`config.mk`:
```
export PLATFORM = sky130hd
export DESIGN_NAME = div_sequencer
export DESIGN_NICKNAME = d
export VERILOG_FILES = /design/src/rtl/div_sequencer.sv
export SDC_FILE = /design/constraint.sdc
export NUM_CORES = 1
export LEC_CHECK = 0
export ABC_AREA = 1
export CORE_MARGIN = 4
export CORE_UTILIZATION = 55
export CTS_CLUSTER_SIZE = 24
export DETAILED_ROUTE_END_ITERATION = 10
export GPL_TIMING_DRIVEN = 0
export PLACE_DENSITY = 0.91
export SLEW_MARGIN = 30
export SYNTH_ARGS = -nofsm -noshare
export SYNTH_HDL_FRONTEND = slang
export SYNTH_SLANG_ARGS = --single-unit
```
`constraint.sdc`:
```
create_clock -name clk -period 5.7 [get_ports clk]
set_clock_uncertainty 0.2 [all_clocks]
set_input_delay 1.425 -clock clk [delete_from_list [all_inputs] [get_ports clk]]
set_output_delay 1.425 -clock clk [all_outputs]
set_load 0.01 [all_outputs]
```
`src/rtl/div_sequencer.sv`:
```
`default_nettype none
// ============================================================================
//  Module      : div_sequencer
//  Description : Sequences RV32M DIV/DIVU/REM/REMU requests onto a multi-cycle
//                restoring divider. Reads back quotient and remainder, keeps
//                them in a one-entry cache, and drains the divider on flush.
//  Revision    : 1.0 - initial release
// ============================================================================
module div_sequencer #(
    parameter bit CACHE_EN = 1'b1,
    parameter int TAG_W    = 5
) (
    input  logic             clk,
    input  logic             rst_n,
    input  logic             req_valid,
    output logic             req_ready,
    input  logic [2:0]       req_op,
    input  logic [31:0]      req_rs1,
    input  logic [31:0]      req_rs2,
    input  logic [TAG_W-1:0] req_rd,
    input  logic             flush,
    output logic             resp_valid,
    output logic [31:0]      resp_data,
    output logic [TAG_W-1:0] resp_rd,
    output logic             div_start,
    output logic [2:0]       div_op,
    output logic [31:0]      div_dividend,
    output logic [31:0]      div_divisor,
    input  logic [31:0]      div_result,
    input  logic             div_busy,
    input  logic             div_finished
);

    localparam logic [2:0] OP_DIV = 3'b100;

    typedef enum logic [2:0] {
        S_IDLE  = 3'd0,
        S_HIT   = 3'd1,
        S_ISSUE = 3'd2,
        S_WAIT  = 3'd3,
        S_CAPT  = 3'd4,
        S_DRAIN = 3'd5
    } state_t;

    state_t             state_q, state_d;
    logic [2:0]         op_q, op_d;
    logic [31:0]        rs1_q, rs1_d;
    logic [31:0]        rs2_q, rs2_d;
    logic [TAG_W-1:0]   rd_q, rd_d;
    logic [31:0]        data_q, data_d;      // response data (hit value or primary result)
    logic               cache_valid_q, cache_valid_d;
    logic [31:0]        cache_rs1_q, cache_rs1_d;
    logic [31:0]        cache_rs2_q, cache_rs2_d;
    logic               cache_sgn_q, cache_sgn_d;
    logic [31:0]        cache_quo_q, cache_quo_d;
    logic [31:0]        cache_rem_q, cache_rem_d;

    logic               accept;
    logic               cache_hit;

    assign resp_data    = data_q;
    assign resp_rd      = rd_q;
    assign div_dividend = rs1_q;
    assign div_divisor  = rs2_q;

    // Next-state, datapath capture and handshake outputs
    always_comb begin
        state_d       = state_q;
        op_d          = op_q;
        rs1_d         = rs1_q;
        rs2_d         = rs2_q;
        rd_d          = rd_q;
        data_d        = data_q;
        cache_valid_d = cache_valid_q;
        cache_rs1_d   = cache_rs1_q;
        cache_rs2_d   = cache_rs2_q;
        cache_sgn_d   = cache_sgn_q;
        cache_quo_d   = cache_quo_q;
        cache_rem_d   = cache_rem_q;
        resp_valid    = 1'b0;
        div_start     = 1'b0;
        div_op        = OP_DIV;

        req_ready = rst_n && (state_q == S_IDLE) && !div_busy && !flush;
        accept    = req_valid && req_ready;
        // Signedness (not DIV vs REM) is the key: one divide yields both results.
        cache_hit = CACHE_EN && cache_valid_q &&
                    (req_rs1 == cache_rs1_q) && (req_rs2 == cache_rs2_q) &&
                    (!req_op[0] == cache_sgn_q);

        case (state_q)
            S_IDLE: begin
                if (accept) begin
                    op_d  = req_op;
                    rs1_d = req_rs1;
                    rs2_d = req_rs2;
                    rd_d  = req_rd;
                    if (!req_op[2]) begin
                        data_d  = 32'd0;
                        state_d = S_HIT;
                    end else if (cache_hit) begin
                        data_d  = req_op[1] ? cache_rem_q : cache_quo_q;
                        state_d = S_HIT;
                    end else begin
                        state_d = S_ISSUE;
                    end
                end
            end
            S_HIT: begin
                resp_valid = !flush;
                state_d    = S_IDLE;
            end
            S_ISSUE: begin
                div_op = op_q;
                if (flush) begin
                    state_d = S_IDLE;
                end else begin
                    div_start = 1'b1;
                    if (!div_busy) state_d = S_WAIT;
                end
            end
            S_WAIT: begin
                div_op = op_q;
                if (div_finished) begin
                    // A flush coinciding with finish has nothing left to drain.
                    if (flush) begin
                        state_d = S_IDLE;
                    end else begin
                        data_d  = div_result;
                        state_d = S_CAPT;
                    end
                end else if (flush) begin
                    state_d = S_DRAIN;
                end
            end
            S_CAPT: begin
                // Flipping div_op exposes the companion result for this cycle only.
                div_op        = op_q ^ 3'b010;
                resp_valid    = !flush;
                cache_valid_d = 1'b1;
                cache_rs1_d   = rs1_q;
                cache_rs2_d   = rs2_q;
                cache_sgn_d   = !op_q[0];
                cache_quo_d   = op_q[1] ? div_result : data_q;
                cache_rem_d   = op_q[1] ? data_q : div_result;
                state_d       = S_IDLE;
            end
            S_DRAIN: begin
                div_op = op_q;
                if (div_finished) state_d = S_IDLE;
            end
            default: state_d = S_IDLE;
        endcase

        if (!rst_n) begin
            resp_valid = 1'b0;
            div_start  = 1'b0;
            div_op     = OP_DIV;
        end
    end

    // State, request latches and result cache registers
    always_ff @(posedge clk) begin
        if (!rst_n) begin
            state_q       <= S_IDLE;
            op_q          <= OP_DIV;
            rs1_q         <= 32'd0;
            rs2_q         <= 32'd0;
            rd_q          <= '0;
            data_q        <= 32'd0;
            cache_valid_q <= 1'b0;
            cache_rs1_q   <= 32'd0;
            cache_rs2_q   <= 32'd0;
            cache_sgn_q   <= 1'b0;
            cache_quo_q   <= 32'd0;
            cache_rem_q   <= 32'd0;
        end else begin
            state_q       <= state_d;
            op_q          <= op_d;
            rs1_q         <= rs1_d;
            rs2_q         <= rs2_d;
            rd_q          <= rd_d;
            data_q        <= data_d;
            cache_valid_q <= cache_valid_d;
            cache_rs1_q   <= cache_rs1_d;
            cache_rs2_q   <= cache_rs2_d;
            cache_sgn_q   <= cache_sgn_d;
            cache_quo_q   <= cache_quo_d;
            cache_rem_q   <= cache_rem_d;
        end
    end

endmodule
`default_nettype wire

```
==> flow_summary.ini, run 1 <==
[status]
status = finished clean

[grt]
grt.overflow.total = 0
grt_pass1_wl_um = 54500
grt_pass1_vias = 11190
grt_busiest_layer = met2
use_met1_pct = 35.5
grtUsageMet2_pct = 52.7
grtUsageMet3_pct = 8.53
grt_max_degree = 14
grt_usage_pct = 30.5
antenna_found_initial = 1

[clock_tree]
numCtsBuffers = 25
cts_buffer_depth = 3
clk_latency_ns = 0.52
path_clk_slew_ns = 0.06
hold_buffers = 0
cts.sinks = 237
post_cts_buffers = 0
htreeDepth = 1
cts_root_buf = clkbuf_16
cts_tree = yes

[worst_setup_path]
critPathCaptureType = output pin
crit_required_ns = 4.07
arrival_ns = 3.93
reg2regPathDepth = 14
cp-start-kind = primary input
cp_max_fo = 10
reg2reg_slack_ns = 3.35
worstReg2RegStart = cache_rs2_q[28]
timing.rr.end = resp_data[14]
critical_path_class = in2out

[final_layout]
drive_above_1_share_pct = 4.76
layout_commonest_cell = nor2_1
antenna_cells = 0
multi_input_area_sq_um = 4790
synthToLayoutAreaGrowth_pct = 31.5
nFillCells = 1395
nets = 1835
final_cell_mix = nor2_1, dfxtp_1, o21ai_0, clkdlybuf4s50_1, a21oi_1
seqCellArea_sq_um = 4740

[timing]
finalCriticalPeriod_ns = 5.56
finalCritPeriodShare_pct = 97.5
rsz0062_at_grt = false
tightestPinTransition_ns = 0.658
setup_viol = 0
hold_slack_ns = 0.241
hold_viol = 0
finalMaxSlewViolations = 0
relSlewSlack_pct = 56.1
max_clock_freq_mhz = 180

[synthesis]
synth.area.mux_share_pct = 3.06
netlist_area_sq_um = 10500
synth_seq_area_share_pct = 45.3
synth_top_family_by_area = compound AO/OA/AOI/OAI gates
synth_fa_ha_area_share_pct = 0
syn_area_per_cell_sq_um = 7.06
synth-simple-area-share_pct = 17.5
yosysUniqueCellTypes = 26
ys_warn_count = 0
synth_xor_area_share_pct = 1.92
synthesis.instances = 1483
synth-compound-area-share_pct = 23.3
synth-seq-cells = 237
syn-num-nets = 1593

[worst_hold_path]
min_to = cache_sgn_q
hold_path.startpoint = op_q[0]
hold_class = reg2reg
worstHoldPathCells = 1

[power_and_ir_drop]
p_switching_uw = 980
seqPwrFrac_pct = 44.6
power.density_nw_per_um2 = 284
p_int_mw = 2.93
power_frac_clock_pct = 42.9
total_power_mw = 3.91
p_leak_nw = 5.68
switching_share_pct = 25.1
ir_worst_vdd_v = 0.000216
combinationalPowerShare_pct = 12.5

[routing]
first_pass_iters = 6
viasPerCell = 5.71
vias = 11291
routed_wl_um = 34600
avgRoutedWirePerCell_um = 17.5
drc_errors = 0
drtIter0Drc = 1134
ant_nets = 0

[floorplan]
start_util_pct = 56.0
io_pins = 217
rows = 50
dieArea_sq_um = 21300
die_x_um = 146
die_y_um = 146
core_area_sq_um = 18700

[place]
dp_hpwl_um = 24500
globalplace.congestion = 0.918
io_buffers = 215

[run]
max-cap-violations = 0
-- state kept, by name, indices dropped and copies added (netlist names) --
register	count
div_divisor	32
cache_rem_q	32
state_q	3
cache_valid_q	1
cache_quo_q	32
resp_rd	5
op_q	3
resp_data	32
cache_rs1_q	32
cache_rs2_q	32
cache_sgn_q	1
div_dividend	32
-- worst max-delay path: stages --
cell             delay (ns)
clkdlybuf4s50_1        0.50
clkbuf_2               0.30
clkbuf_2               0.30
clkbuf_1               0.39
o21ai_0                0.16
a21oi_1                0.25
clkdlybuf4s50_1        0.59
-- power by group through the flow --
stage	clock network (mW)	logic, mW	registers, mW
3_5_place_dp	0	0.479	1.78
4_1_cts	1.67	0.484	1.74
3_3_place_gp	0	0.465	1.78
2_1_floorplan	0	0.218	1.79
5_1_grt	1.75	0.532	1.75
6_report	1.68	0.491	1.74
-- per-layer routing --
| metal | up-vias | routed length, um | share of wire [%] |
|---|---|---|---|
| met5 | - | 13 | 0.038 |
| met4 | 2 | 1250 | 3.6 |
| met3 | 126 | 3850 | 11 |
| met2 | 664 | 16400 | 47 |
| met1 | 5164 | 13100 | 38 |
| li1 | 5335 | - | - |
-- cell type report --
cell class	instances	share of cell area [%]
clock buffer	36	5.42
tap	234	2.13
sequential	237	34.5
multi-input combinational	1008	34.8
clock inverter	9	0.745
buffer	100	3.05
timing repair buffer	215	15.6
inverter	138	3.76
-- synthesized netlist by cell type, drive strengths merged --
cell type  count  area share (%)
inv          137             4.9
buf           20             1.1
nand2        108             3.9
or2            1           0.060
o22ai         32             1.9
nor3           2            0.20
o21ai        256              12
a21oi        189             9.1
mux2i         32             3.1
nand3         10            0.57
xnor2         13             1.1
xor2          10            0.84
clkbuf        80             2.9
o211ai         1           0.072
nor2         354              13
dfxtp        237              45
clkinv         1           0.036
-- what timing repair did --
item / CTS / global route
gates resized for setup: 1 / 2
endpoints found under the hold margin: 0 / 0
endpoints found under the setup margin: 1 / 1
-- worst max path at each step --
stage,cells after the start,endpoint,slack (ns),startpoint
after floorplan,5,div_op[1],1.59,rst_n
after global placement,7,div_op[1],-0.14,rst_n
after detailed placement,7,div_op[1],-0.17,rst_n
after CTS,7,div_op[1],0.03,rst_n
after global routing,7,div_op[1],0.005,rst_n
final,7,div_op[1],0.14,rst_n
-- cells by family (layout without fill, tap and decap cells) --
family                    after synthesis  count (layout)
AOI/OAI and AO/OA                     478             478
and+or+nand+nor                       475             475
buffers and inverters                 238             498
DFF                                   237             237
muxes                                  32              32
xor gates and xnor gates               23              23
-- metrics by stage --
step                      instance area, sq um  setup slack (ns)  setup TNS [ns]  std cells  util (%)
after global routing                     13800           0.00526               0       1977      73.6
after CTS                                13800            0.0313               0       1977      73.6
after floorplan                          10500              1.59               0       1483         -
after global placement                   12900            -0.136          -0.136       1932      69.1
after detailed placement                 12900            -0.175          -0.175       1932      69.1
final                                    13800             0.142               0       1977      73.6
Power figures use the tool's default switching activity.
==> run 2, diff against run 1 <==
CELL_PAD_IN_SITES_DETAIL_PLACEMENT = 1   (was not set)
CELL_PAD_IN_SITES_GLOBAL_PLACEMENT = 1   (was not set)
CORE_UTILIZATION = 39   (was 55)
HOLD_SLACK_MARGIN = 0.02   (was not set)
==> run 2 against run 1 <==
Wire length increased by 21%. Global-route usage decreased by 3.2 points. Via count increased by 0.42%. First-iteration DRC count decreased by 49%. Hold slack improved by 0.025 ns. Combinational power increased by 4%. Largest cell class unchanged. Largest power group is now clock.
==> flow_summary.ini, run 2 (synthesis results as in run 1) <==
[place]
dp.cells = 2033
dp_hpwl_um = 29100
globalplace.congestion = 0.827
io_buffers = 215

[grt]
antenna_found_initial = 2
grt_pass1_vias = 12322
grt.overflow.total = 0
grt_usage_pct = 27.3
grt_max_degree = 14
grt_pass1_wl_um = 64600

[routing]
ant_nets = 0
avgRoutedWirePerCell_um = 20.0
first_pass_iters = 5
routed_wl_um = 41700
drtIter0Drc = 583
vias = 11338
viasPerCell = 5.45
drc_errors = 0

[final_layout]
layout_commonest_cell = nor2_1
drive_above_1_share_pct = 5.21
fin_util_pct = 53.8
nFillCells = 3340
nets = 1836
antenna_cells = 0
final_cells = 2081
final_cell_mix = nor2_1, dfxtp_1, o21ai_0, clkdlybuf4s50_1, a21oi_1
synthToLayoutAreaGrowth_pct = 34.6

[floorplan]
rows = 59
dieArea_sq_um = 29500
die_y_um = 172
start_util_pct = 40.0
die_x_um = 172
core_area_sq_um = 26200
io_pins = 217

[timing]
max_clock_freq_mhz = 181
setup_viol = 0
finalCritPeriodShare_pct = 96.9
relSlewSlack_pct = 55.5
finalCriticalPeriod_ns = 5.52
tightestPinTransition_ns = 0.667
rsz0062_at_grt = false
hold_slack_ns = 0.265
finalMaxSlewViolations = 0
hold_viol = 0

[worst_hold_path]
hold_class = reg2reg

[clock_tree]
cts_tree = yes
hold_buffers = 0
clk_latency_ns = 0.54
post_cts_buffers = 0
cts_root_buf = clkbuf_16
cts_buffer_depth = 3
numCtsBuffers = 27
htreeDepth = 1
path_clk_slew_ns = 0.07
cts.sinks = 237

[worst_setup_path]
crit_required_ns = 4.07
cp_max_fo = 19
critical_path_class = in2out
arrival_ns = 3.90
critPathCaptureType = output pin
cp-start-kind = primary input

[power_and_ir_drop]
power.density_nw_per_um2 = 305
ir_worst_vdd_v = 0.000200
total_power_mw = 4.30
p_leak_nw = 5.78

[run]
max-cap-violations = 0

[status]
status = finished clean
-- run 2: cell count changes in the layout (fill, tap and decap cells not counted), sizes merged --
cell    previous run  this run
bufinv             2         7
inv              139       137
-- run 2: what timing repair did --
action	4_1_cts	5_1_grt
pin swaps	0	0
resized for setup	3	2
endpoints found under the setup margin	4	3
-- run 2: through the flow --
| step | setup slack (ns) | TNS, ns | area (sq um) |
|---|---|---|---|
| 6_report | 0.179 | 0 | 14100 |
| 5_1_grt | 0.0718 | 0 | 14100 |
| 4_1_cts | 0.0324 | 0 | 14100 |
| 3_5_place_dp | -0.400 | -0.518 | 13000 |
| 3_3_place_gp | -0.307 | -0.454 | 13000 |
| 2_1_floorplan | 1.59 | 0 | 10500 |
-- run 2: cell type report --
type	instances	area, sq um	share of cell area (%)
Sequential cell	237	4740	33.7
Multi-Input combinational cell	1008	4790	34.0
Timing Repair Buffer	215	2150	15.3
Clock inverter	12	235	1.67
Inverter	138	518	3.68
Clock buffer	37	813	5.77
Buffer	99	418	2.96
Tap cell	335	419	2.97
-- run 2: worst max-delay path: stages --
cell and delay (ns):
clkdlybuf4s50_1 0.57, clkbuf_2 0.45, clkbuf_2 0.35, o21ai_0 0.13, a21oi_1 0.35, clkdlybuf4s50_1 0.62
-- run 2: worst paths after layout --
path         startpoint              to  slack [ns]  cells past startpoint
max reg2reg  state_q[1]  div_divisor[1]        3.28                      9
min             op_q[0]     cache_sgn_q        0.27                      1
min reg2reg     op_q[0]     cache_sgn_q        0.27                      1
max               rst_n       div_op[1]        0.18                      6
-- run 2: report_power, final --
part	switching, mW	internal (mW)
logic	0.279	0.230
clock network	0.737	1.31
registers	0.0453	1.70
-- run 2: routing by layer --
layer | global-route usage, % | routed length (um)
met5 | 0 | 37
met4 | 9.43 | 1380
met3 | 7.00 | 3070
met2 | 49.9 | 20900
met1 | 30.8 | 16300
==> run 3, diff against run 2 <==
CORE_ASPECT_RATIO = 2   (was not set)
HOLD_SLACK_MARGIN = 0.05   (was 0.02)
==> run 3 against run 2 <==
Combinational power fell by 1%. Sequential power barely moved. Via count fell by 1.5%. Sequential cell count did not move. Wire length fell by 1.6%. Critical endpoint unchanged.
==> flow_summary.ini, run 3 (synthesis results as in run 1) <==
[status]
status = finished clean

[worst_hold_path]
worstHoldPathCells = 1
hold_path.startpoint = op_q[0]
hold_class = reg2reg
min_to = cache_sgn_q

[routing]
vias = 11163
drtIter0Drc = 546
drc_errors = 0
first_pass_iters = 5
ant_nets = 0
avgRoutedWirePerCell_um = 19.7
viasPerCell = 5.36
routed_wl_um = 41100

[clock_tree]
post_cts_buffers = 0
htreeDepth = 1
cts.sinks = 237
cts_buffer_depth = 3
numCtsBuffers = 22
clk_latency_ns = 0.52
hold_buffers = 0
cts_root_buf = clkbuf_16
path_clk_slew_ns = 0.07
cts_tree = yes
cts_resized = 3

[worst_setup_path]
crit_required_ns = 4.07
timing.rr.end = resp_data[29]
cp-start-kind = primary input
critPathCaptureType = output pin
worstReg2RegStart = cache_rs2_q[27]
reg2regPathDepth = 14
crit_chain = clkdlybuf4s50_1, clkbuf_2, clkbuf_2, clkbuf_1, o21ai_0, a21oi_1, clkdlybuf4s50_1
reg2reg_slack_ns = 3.28
slowest_delay_ns = 0.61
cpMaxStageDelayCell = clkdlybuf4s50_1
arrival_ns = 3.92
cp_max_fo = 10
critical_path_class = in2out

[grt]
grt_pass1_wl_um = 63700
grt_max_degree = 15
grt.overflow.total = 0
grt_pass1_vias = 12484
antenna_found_initial = 3
grt_usage_pct = 27.3

[timing]
finalCriticalPeriod_ns = 5.55
hold_slack_ns = 0.236
finalCritPeriodShare_pct = 97.3
relSlewSlack_pct = 54.4
tns_ns = 0
hold_viol = 0
finalMaxSlewViolations = 0
tightestPinTransition_ns = 0.684
rsz0062_at_grt = false
max_clock_freq_mhz = 180
setup_viol = 0
layout_setup_ws_ns = 0.154

[final_layout]
drive_above_1_share_pct = 4.38
layout_commonest_cell = nor2_1
nFillCells = 3367
final_cell_mix = nor2_1, dfxtp_1, o21ai_0, clkdlybuf4s50_1, a21oi_1
synthToLayoutAreaGrowth_pct = 31.6
nets = 1832

[run]
max-cap-violations = 0

[floorplan]
core_area_sq_um = 26400
die_y_um = 240
rows = 84
dieArea_sq_um = 29700
io_pins = 217
start_util_pct = 39.7
die_x_um = 124

[place]
dp_hpwl_um = 30900
globalplace.congestion = 0.864
detailedPlace.worstSlack_ns = -0.226
io_buffers = 215

[power_and_ir_drop]
ir_worst_vdd_v = 0.000224
p_leak_nw = 5.62
power.density_nw_per_um2 = 272
-- run 3: cell types whose count changed in the layout (fill, tap and decap cells not counted) --
cell       previous run  this run
bufinv_16             7         0
clkbuf_1             76        81
diode_2               0         2
clkbuf_8             10         8
clkbuf_16            27        23
clkinv_2              5         3
-- run 3: worst max-delay path: cells and delay by family --
| kind | cells | cell delay, ns |
|---|---|---|
| buf+inv | 5 | 2.12 |
| compound gates | 2 | 0.37 |
-- run 3: cell type report --
class                      count  area (sq um)  share of cell area, %
multi-input combinational   1008          4790                   34.8
buffer                       100           422                   3.06
timing repair buffer         215          2150                   15.6
clock buffer                  35           701                   5.08
antenna                        2          5.00                 0.0363
tap                          344           430                   3.12
sequential                   237          4740                   34.4
clock inverter                 3          15.0                  0.109
inverter                     138           518                   3.76
-- run 3: worst max-delay path by stage --
stage,to,start,depth (start not counted)
global placement,div_op[1],rst_n,7
detailed placement,div_op[1],rst_n,7
floorplan,div_op[1],rst_n,5
finish,div_op[1],rst_n,7
global route,div_op[1],rst_n,7
CTS,div_op[1],rst_n,7
-- run 3: metrics by stage --
step / utilization, % / area [sq um] / instances / power [mW]
floorplan: - / 10500 / 1483 / 2.01
finish: 52.2 / 13800 / 2082 / 3.75
CTS: 52.2 / 13800 / 2080 / 3.77
detailed placement: 49.5 / 13100 / 2042 / 2.28
global route: 52.2 / 13800 / 2082 / 3.88
global placement: 49.5 / 13100 / 2042 / 2.26
-- run 3: routing by layer --
layer  part of all wire [%]  GRT usage [%]
met1                     34           25.4
met2                     56           53.8
met3                    5.0           4.94
met4                    5.1           14.5
met5                  0.032              0
-- run 3: power breakdown --
group	switching, mW	internal (mW)	total [mW]	leakage (nW)
combinational	0.274	0.230	0.504	3.34
sequential	0.0433	1.70	1.74	1.92
clock	0.659	0.840	1.50	0.357
